`config.mk`:
```
export PLATFORM = sky130hd
export DESIGN_NAME = vmon_msg_arbiter
export DESIGN_NICKNAME = d
export VERILOG_FILES = /design/src/rtl/vmon_msg_arb_pkg.sv /design/src/rtl/vmon_rr_arbiter.sv /design/src/rtl/vmon_msg_arbiter.sv
export SDC_FILE = /design/constraint.sdc
export NUM_CORES = 1
export LEC_CHECK = 0
export CORE_AREA = 2 2 99 101
export CTS_CLUSTER_SIZE = 30
export DETAILED_ROUTE_END_ITERATION = 12
export DIE_AREA = 0 0 101 103
export PLACE_DENSITY = 0.8
export SLEW_MARGIN = 20
export SYNTH_ARGS = -nofsm -noshare
export SYNTH_HDL_FRONTEND = slang
export SYNTH_SLANG_ARGS = --single-unit
export TNS_END_PERCENT = 100
```
`constraint.sdc`:
```
create_clock -name clk -period 3.37 [get_ports clk]
set_clock_uncertainty 0.2 [all_clocks]
set_input_delay 0.5055 -clock clk [delete_from_list [all_inputs] [get_ports clk]]
set_output_delay 0.5055 -clock clk [all_outputs]
set_load 0.02 [all_outputs]
```
`src/rtl/vmon_msg_arb_pkg.sv`:
```
// Shared types and the round-robin scan used by the mailbox message arbiter.
package vmon_msg_arb_pkg;

  typedef enum logic {
    IDLE  = 1'b0,
    GRANT = 1'b1
  } arb_state_e;

  // Widest requester vector the scan supports.
  localparam int RR_MAX = 16;

  // First set bit of valid scanning upward from ptr+1. Unused upper bits of
  // valid are zero, so wrapping modulo 16 behaves exactly like modulo N_REQ.
  // Returns ptr unchanged when nothing is valid.
  function automatic logic [3:0] rr_next(input logic [RR_MAX-1:0] valid,
                                         input logic [3:0]        ptr);
    logic [3:0] win;
    logic [3:0] idx;
    logic       found;
    win   = ptr;
    found = 1'b0;
    for (int k = 1; k <= RR_MAX; k++) begin
      idx = ptr + 4'(k);
      if (!found && valid[idx]) begin
        win   = idx;
        found = 1'b1;
      end
    end
    return win;
  endfunction

endpackage

```
`src/rtl/vmon_rr_arbiter.sv`:
```
// Round-robin pointer and winner select; the pointer moves only on update_i.
module vmon_rr_arbiter
  import vmon_msg_arb_pkg::*;
#(
  parameter int N_REQ = 4
) (
  input  logic                     clk,
  input  logic                     reset,
  input  logic [N_REQ-1:0]         valid_i,
  input  logic                     update_i,
  input  logic [$clog2(N_REQ)-1:0] update_id_i,
  output logic [$clog2(N_REQ)-1:0] sel_o,
  output logic                     any_o
);

  localparam int GW = $clog2(N_REQ);

  logic [GW-1:0]     ptr_q;
  logic [RR_MAX-1:0] valid_ext;
  logic [3:0]        win;

  // Pointer starts at the top so requester 0 wins the first arbitration.
  always_ff @(posedge clk or posedge reset) begin
    if (reset) begin
      ptr_q <= GW'(N_REQ - 1);
    end else if (update_i) begin
      ptr_q <= update_id_i;
    end
  end

  // Scan from the requester after the last grantee.
  always_comb begin
    valid_ext              = '0;
    valid_ext[N_REQ-1:0]   = valid_i;
    win                    = rr_next(valid_ext, 4'(ptr_q));
    sel_o                  = win[GW-1:0];
    any_o                  = |valid_i;
  end

endmodule

```
`src/rtl/vmon_msg_arbiter.sv`:
```
// Mailbox write-port arbiter: round-robin grant locked for a whole message,
// accepted beats replayed as registered single-cycle writes to ADDR.
// Optional forced release of a stalled grantee: VMON_MSG_ARB_TIMEOUT_EN.
module vmon_msg_arbiter
  import vmon_msg_arb_pkg::*;
#(
  parameter int                    N_REQ      = 4,
  parameter int                    ADDR_WIDTH = 32,
  parameter int                    DATA_WIDTH = 32,
  parameter logic [ADDR_WIDTH-1:0] ADDR       = '0,
  parameter int                    TIMEOUT    = 256
) (
  input  logic                           clk,
  input  logic                           reset,
  input  logic [N_REQ-1:0]               req_valid,
  input  logic [N_REQ*DATA_WIDTH-1:0]    req_data,
  input  logic [N_REQ*DATA_WIDTH/8-1:0]  req_byte_en,
  input  logic [N_REQ-1:0]               req_last,
  output logic [N_REQ-1:0]               req_ready,
  output logic [ADDR_WIDTH-1:0]          addr,
  output logic [DATA_WIDTH-1:0]          data,
  output logic [DATA_WIDTH/8-1:0]        byte_en,
  output logic                           write_en,
  output logic [$clog2(N_REQ)-1:0]       grant_id,
  output logic                           busy
`ifdef VMON_MSG_ARB_TIMEOUT_EN
  ,
  output logic                           timeout_pulse
`endif
);

  localparam int GW = $clog2(N_REQ);
  localparam int BW = DATA_WIDTH / 8;

  arb_state_e      state_q, state_d;
  logic [GW-1:0]   grant_id_q, grant_id_d;
  logic [DATA_WIDTH-1:0] data_q, data_d;
  logic [BW-1:0]   byte_en_q, byte_en_d;
  logic            write_en_q, write_en_d;
  logic            ptr_upd;
  logic [GW-1:0]   rr_sel;
  logic            rr_any;
  logic            accept;
  logic [DATA_WIDTH-1:0] cur_data;
  logic [BW-1:0]   cur_be;
  logic            cur_last;

`ifdef VMON_MSG_ARB_TIMEOUT_EN
  localparam int CW = $clog2(TIMEOUT + 1);
  logic [CW-1:0]   cnt_q, cnt_d;
  logic            tmo_q, tmo_d;
`else
  logic            unused_timeout;
  assign unused_timeout = ^TIMEOUT;
`endif

  vmon_rr_arbiter #(.N_REQ(N_REQ)) u_rr (
    .clk         (clk),
    .reset       (reset),
    .valid_i     (req_valid),
    .update_i    (ptr_upd),
    .update_id_i (grant_id_q),
    .sel_o       (rr_sel),
    .any_o       (rr_any)
  );

  // Grantee's current beat and the handshake, decoded from registered state.
  always_comb begin
    cur_data  = req_data[int'(grant_id_q)*DATA_WIDTH +: DATA_WIDTH];
    cur_be    = req_byte_en[int'(grant_id_q)*BW +: BW];
    cur_last  = req_last[grant_id_q];
    accept    = (state_q == GRANT) && req_valid[grant_id_q];
    req_ready = '0;
    if (state_q == GRANT) begin
      req_ready[grant_id_q] = 1'b1;
    end
  end

  // Next-state: arbitrate in IDLE, stream and release on last beat in GRANT.
  always_comb begin
    state_d    = state_q;
    grant_id_d = grant_id_q;
    data_d     = data_q;
    byte_en_d  = byte_en_q;
    write_en_d = 1'b0;
    ptr_upd    = 1'b0;
`ifdef VMON_MSG_ARB_TIMEOUT_EN
    cnt_d      = cnt_q;
    tmo_d      = 1'b0;
`endif
    case (state_q)
      IDLE: begin
        if (rr_any) begin
          grant_id_d = rr_sel;
          state_d    = GRANT;
`ifdef VMON_MSG_ARB_TIMEOUT_EN
          cnt_d      = '0;
`endif
        end
      end
      GRANT: begin
        if (accept) begin
          data_d     = cur_data;
          byte_en_d  = cur_be;
          write_en_d = |cur_be;
`ifdef VMON_MSG_ARB_TIMEOUT_EN
          cnt_d      = '0;
`endif
          if (cur_last) begin
            state_d = IDLE;
            ptr_upd = 1'b1;
          end
        end
`ifdef VMON_MSG_ARB_TIMEOUT_EN
        else begin
          cnt_d = cnt_q + 1'b1;
          if (cnt_d == CW'(TIMEOUT)) begin
            state_d = IDLE;
            ptr_upd = 1'b1;
            tmo_d   = 1'b1;
            cnt_d   = '0;
          end
        end
`endif
      end
      default: state_d = IDLE;
    endcase
  end

  // State and output registers; reset abandons any partial message.
  always_ff @(posedge clk or posedge reset) begin
    if (reset) begin
      state_q    <= IDLE;
      grant_id_q <= '0;
      data_q     <= '0;
      byte_en_q  <= '0;
      write_en_q <= 1'b0;
`ifdef VMON_MSG_ARB_TIMEOUT_EN
      cnt_q      <= '0;
      tmo_q      <= 1'b0;
`endif
    end else begin
      state_q    <= state_d;
      grant_id_q <= grant_id_d;
      data_q     <= data_d;
      byte_en_q  <= byte_en_d;
      write_en_q <= write_en_d;
`ifdef VMON_MSG_ARB_TIMEOUT_EN
      cnt_q      <= cnt_d;
      tmo_q      <= tmo_d;
`endif
    end
  end

  assign addr     = ADDR;
  assign data     = data_q;
  assign byte_en  = byte_en_q;
  assign write_en = write_en_q;
  assign grant_id = grant_id_q;
  assign busy     = (state_q == GRANT);
`ifdef VMON_MSG_ARB_TIMEOUT_EN
  assign timeout_pulse = tmo_q;
`endif

endmodule

```
Word level (Yosys, flattened, before mapping)

Cells that the tools add are included.

Register bits after elaboration: 42
Latch bits: 0
RAM bits: 0
ROM bits: 0
Input port bits: 154
Output and inout bits: 76
Logic and storage cells: 157
Memories: 0

$add $sub $neg: 15
$mul: 0
Divide/modulo/power cells: 0
Magnitude comparators: 18
Equal/unequal tests: 0
Shift operators: 2
Mux-type cells: 79
Bitwise logic cells: 1
Reductions and logical operators: 36

Operator list:

| operator                                                               | number |
|---|---|
| 128-bit by 8-bit variable part select with 32-bit output               | 1 |
| 1-bit binary-select mux with 4-bit select                              | 15 |
| 4-bit by 5-bit < comparator with 1-bit output (second input constant)  | 12 |
| 1-bit 2-to-1 mux                                                       | 42 |
| 2-bit 2-to-1 mux                                                       | 16 |
| 1-bit logical AND                                                      | 17 |
| 2-bit by 3-bit adder with 4-bit output (second input constant)         | 4 |
| 2-bit by 4-bit adder with 4-bit output (second input constant)         | 4 |
| 16-bit by 5-bit variable part select with 4-bit output                 | 1 |
| 1-bit logical NOT                                                      | 15 |
| 3-bit by 5-bit < comparator with 1-bit output (second input constant)  | 3 |
| 3-bit by 3-bit adder with 4-bit output (second input constant)         | 2 |
| 4-bit OR reduction                                                     | 2 |
| 2-bit by 2-bit adder with 3-bit output (second input constant)         | 2 |
| 1-bit binary-select mux with 2-bit select                              | 3 |
| 2-bit by 5-bit < comparator with 1-bit output (second input constant)  | 1 |
| 3-bit by 1-bit adder with 4-bit output (second input constant)         | 1 |
| 3-bit by 2-bit adder with 4-bit output (second input constant)         | 1 |
| 4-bit 2-to-1 mux                                                       | 1 |
| 2-bit AND reduction                                                    | 2 |
| 2-bit by 1-bit adder with 3-bit output (second input constant)         | 1 |
| 2-bit by 3-bit < comparator with 1-bit output (second input constant)  | 1 |
| 1-bit demux with 2-bit select                                          | 1 |
| 2-bit by 1-bit >= comparator with 1-bit output (second input constant) | 1 |
| 2 further kinds                                                        | 2 |

Logic depth before layout (Yosys ltp)

Depth in word-level cells: 49
Gate-level depth with buffers: 9
Mapped depth without buffers: 7

Hierarchy

From an unflattened synthesis, not the netlist that was laid out.

Cell total of the unflattened synthesis: 219
Area total of the unflattened synthesis: 3221.8 um2

Modules (own cells, without submodules):

| module           | instances | cells an instance | area an instance (um2) | sequential area each (um2) |
|---|---|---|---|---|
| vmon_msg_arbiter | 1         | 175               | 2836.5                 | 1001.0 |
| vmon_rr_arbiter  | 1         | 44                | 385.4                  | 52.6 |

Worst setup path before layout

Ideal clock, no wire load.

Kind: reg2reg
Start: reg u_rr.ptr_q[0]
End: reg grant_id_q[1], in the netlist grant_id[1]
Arrival time: 2.222 ns
Required time: 3.033 ns
Slack: 0.812 ns
Stages on the path, launching flop included: 10
Path buffers: 2
Cell sequence: dfstp_2 > buf_4 > inv_1 > ha_1 > clkbuf_1 > mux4_2 > a21o_1 > a211oi_1 > nand4b_1 > o221ai_2

Cells in the longest elaborated chain, start to end: 49
Elaborated cells between the ends (all ways): 108

Ends and longest elaborated chain:

| item                                      | line                    | source |
|---|---|---|
| from (decl)                               | vmon_rr_arbiter.sv:18   | `logic [GW-1:0] ptr_q;` |
| from (signal assigned)                    | vmon_rr_arbiter.sv:25   | `ptr_q <= GW'(N_REQ - 1);` |
| from (signal assigned)                    | vmon_rr_arbiter.sv:27   | `ptr_q <= update_id_i;` |
| 2-bit by 1-bit adder with 3-bit output    | vmon_msg_arb_pkg.sv:23  | `idx = ptr + 4'(k);` |
| 1-bit binary-select mux with 4-bit select | vmon_msg_arb_pkg.sv:24  | `if (!found && valid[idx]) begin` |
| 1-bit 2-to-1 mux (implied by the code)    | vmon_msg_arb_pkg.sv:24  |  |
| 1-bit 2-to-1 mux                          | vmon_msg_arb_pkg.sv:24  |  |
| 1-bit logical NOT                         | vmon_msg_arb_pkg.sv:24  |  |
| 1-bit logical AND                         | vmon_msg_arb_pkg.sv:24  |  |
| 1-bit 2-to-1 mux                          | vmon_msg_arb_pkg.sv:24  |  |
| 1-bit logical NOT                         | vmon_msg_arb_pkg.sv:24  |  |
| [... 33 more ...]                         | -                       |  |
| 1-bit logical AND                         | vmon_msg_arb_pkg.sv:24  |  |
| 1-bit 2-to-1 mux                          | vmon_msg_arb_pkg.sv:24  |  |
| 1-bit logical NOT                         | vmon_msg_arb_pkg.sv:24  |  |
| 1-bit logical AND                         | vmon_msg_arb_pkg.sv:24  |  |
| 1-bit 2-to-1 mux                          | vmon_msg_arb_pkg.sv:24  |  |
| 1-bit logical NOT                         | vmon_msg_arb_pkg.sv:24  |  |
| 1-bit logical AND                         | vmon_msg_arb_pkg.sv:24  |  |
| 2-bit 2-to-1 mux (*)                      | vmon_msg_arb_pkg.sv:24  |  |
| to (signal assigned)                      | vmon_msg_arbiter.sv:144 | `grant_id_q <= grant_id_d;` |
| to (decl)                                 | vmon_msg_arbiter.sv:36  | `logic [GW-1:0] grant_id_q, grant_id_d;` |

Every way passes the cells marked *; elsewhere a longest branch is shown, timed or not. The select of a mux whose other input is x is not followed.
A chain may end at the register's enable or synchronous reset.

Worst setup path in the final report

Start: reg grant_id_q[0], in the netlist grant_id[0]
End: out req_ready[1]

Cells in the longest elaborated chain, start to end: 5
Elaborated cells between the ends (all ways): 6

Ends and longest elaborated chain:

| item                                                                                                                                  | line                   | source |
|---|---|---|
| 2-bit by 3-bit < comparator with 1-bit output (implied by the code) or 2-bit by 1-bit >= comparator with 1-bit output (tied branches) | vmon_msg_arbiter.sv:75 | `req_ready[grant_id_q] = 1'b1;` |
| 1-bit logical AND (implied by the code)                                                                                               | vmon_msg_arbiter.sv:75 |  |
| 1-bit 2-to-1 mux (implied by the code)                                                                                                | vmon_msg_arbiter.sv:75 |  |
| 1-bit demux with 2-bit select (*)                                                                                                     | vmon_msg_arbiter.sv:75 |  |
| 4-bit 2-to-1 mux (*)                                                                                                                  | vmon_msg_arbiter.sv:74 | `if (state_q == GRANT) begin` |
| to (decl)                                                                                                                             | vmon_msg_arbiter.sv:19 | `output logic [N_REQ-1:0] req_ready,` |

Every way passes the cells marked *; elsewhere a longest branch is shown, timed or not.

==> flow_summary.ini <==
[place]
place.detailed.hpwl_mm = 7.622
routabilityCongestion = 0.8917
io_buffer_count = 197

[cells_and_area]
nFillCells = 825
area_growth_pct = 62.08
share_of_layout_cells_above_drive_strength_1_pct = 22.84
antenna-diode-count = 0
finish.net_count = 571

[global_route]
grt-ovfl-total = 0
groute.usage.overall_pct = 17.02
grt_first_pass_wirelength_mm = 13.74
antenna_found_initial = 0
grt_start_max_net_pins = 43
grt_pass1_vias = 2693

[routing]
routed-via-count = 2648
route.detailed.wl_per_inst_microns = 17.82
drc_errors = 0
detailed_router_s_first_iteration_violation_count = 47
wl_mm = 9.445
routed_via_density = 4.996
drtAntennaViolNets = 0
drt_first_pass_iters = 4

[sta]
finalHoldViolCount = 0
worst_pin_slew_ps = 861.8
finalSetupTns_ps = 0
timing.final.crit_share_pct = 81.10
max_freq_mhz = 365.9
setup_viol = 0
relSlewSlack_pct = 42.47
final_slew_violations = 0
min_period_ps = 2733
whs_ps = 304.0
grt_setup_unrepaired = false

[synthesis]
synth_enable_flop_cells = 0
yosysSeqAreaShare_pct = 33.19
synth-seq-cells = 42
syn_area_per_cell_sq_um = 13.86
ys_dominant_reg_cell = sky130_fd_sc_hd__dfrtp_1
synthTopCellsByCount = sky130_fd_sc_hd__dfrtp_1 (40), sky130_fd_sc_hd__mux4_2 (40), sky130_fd_sc_hd__mux2_2 (37)
synth_cell_types = 41
netlist_area_sq_um = 3174
synth_largest_type_area_fraction_pct = 31.53
synthesis.instances = 229
async_reset_ff_share_pct = 100.0
netlist.top_cell.by_area = sky130_fd_sc_hd__dfrtp_1
synth.area.top_cells = sky130_fd_sc_hd__dfrtp_1 (32%), sky130_fd_sc_hd__mux4_2 (28%), sky130_fd_sc_hd__mux2_2 (13%), sky130_fd_sc_hd__buf_4 (8.0%), sky130_fd_sc_hd__buf_6 (2.5%)
synth_warn = 0

[die]
core-area_sq_um = 9459
die_area_sq_um = 10400
chipHeight_microns = 103
start_util_pct = 33.56
placementRows = 36
floorplan.io_pins = 230
die_width_microns = 101

[hold_path]
hold_path_class = register to register
holdPathStages = 1
worst_hold_startpoint = data[7]
whs_endpoint = data[7]

[pwr]
max-vdd-ir-drop_mv = 0.4575
p_per_area_nw_per_um2 = 799.4
finalPower_uw = 4113
power.static_leakage_uw = 0.002014

[clocking]
htree_num_levels = 2
post_cts.repair.setup_buffers = 0
cts_resized = 0
holdBufCountCts = 0
cts_tree = built
clock_tree.root_cell = sky130_fd_sc_hd__clkbuf_8
clk_pin_slew_worst_paths_ps = 70
clkSinkCount = 42
clock_insertion_delay_worst_skew_ps = 290
cts-buffers-inserted = 5
clockBufferDepth = 2

[setup_path]
slowest_delay_ps = 840
setup.worst_path.end_class = primary output
setup.reg_to_reg.worst_slack_ps = 710
crit_arrival_ps = 2030
rr_startpoint = u_rr.ptr_q[0]
cp_data_required_time_ps = 2660
worstPathBufferInverterCount = 1
ff2ff_path_depth = 7
criticalPathCategory = register to primary output
cp_slowest_cell = sky130_fd_sc_hd__dfrtp_2
critical_path.top_delay_family = flip-flops
critPathMaxFanout = 25
r2r-end = grant_id[1]
timing.critical_path.cells = nand2_1 -> nor2_1 -> clkdlybuf4s50_1
cp.depth = 3
start_kind = register

[outcome]
run_status = finished, final reports clean

[job]
cap_violations = 0
[cell families after synthesis]
kind of cell	share of synthesized area, %
mux	43.12
simple gates	5.873
fa+ha+maj	0.7882
compound gates	3.705
other cells	0.1181
xor+xnor	0.2760
flops	33.19
buf+inv	12.93
[worst register-to-register path, stage by stage (launching register included)]
cell	delay, ps
sky130_fd_sc_hd__dfstp_2	710
sky130_fd_sc_hd__inv_1	120
sky130_fd_sc_hd__ha_1	460
sky130_fd_sc_hd__mux4_2	410
sky130_fd_sc_hd__a21o_1	200
sky130_fd_sc_hd__a211oi_1	170
sky130_fd_sc_hd__nand4b_1	150
sky130_fd_sc_hd__o221ai_2	100
[cell usage in the layout (no fill, tap or decap), drive strengths merged, types with 3 or more instances in the layout]
master	netlist	routed
dfrtp	40	40
buf	45	3
nor3b	3	3
mux2	38	38
mux4	40	40
inv	5	5
nand2	4	4
mux2i	4	4
nor2	8	8
clkdlybuf4s50	0	197
conb	1	32
clkbuf	7	7
[power by group]
part           internal, uW  total [uW]  switching [uW]
combinational          1520        2670            1150
sequential              785        1050             266
clock                   222         390             168
total                  2530        4110            1580
[sequential cells by signal, indices dropped and copies added, names as in the netlist]
signal and flops:
byte_en 4, data 32, u_rr.ptr_q 2, busy 1
write_en 1, grant_id 2
[per-layer routing]
layer  part of all wire [%]  GRT usage, %  vias up
met5                      0             0        -
met4                   0.85         3.326        0
met3                    8.6         4.203        7
met2                     55         32.92      136
met1                     36         19.00     1320
li1                       -             -     1185
[final cells by class]
class / instances / area (sq um) / share of cell area, %
multi-input cells: 161 / 1827 / 35.51
repair buffers: 200 / 1994 / 38.76
well taps: 114 / 142.6 / 2.772
flip-flops and latches: 42 / 1056 / 20.53
clock buffers: 7 / 76.32 / 1.483
clock inverters: 1 / 30.03 / 0.5837
inverters: 5 / 18.77 / 0.3648
[how the worst max path moves through the flow]
stage / to / start
3_5_place_dp: data[12] / req_valid[1]
4_1_cts: req_ready[1] / grant_id[0]
3_3_place_gp: data[31] / req_valid[0]
6_report: req_ready[1] / grant_id[0]
5_1_grt: req_ready[3] / grant_id[0]
2_1_floorplan: grant_id[1] / u_rr.ptr_q[0]
[stage by stage]
step           util [%]  std cells  worst slack (ps)  area, sq um
6_report          54.39        530             637.0         5145
5_1_grt           54.39        530             442.8         5145
4_1_cts           54.39        530             532.8         5145
3_5_place_dp      53.27        522             544.7         5039
3_3_place_gp      53.27        522             631.6         5039
2_1_floorplan         -        260             811.8         3291
Power figures use the tool's default switching activity.
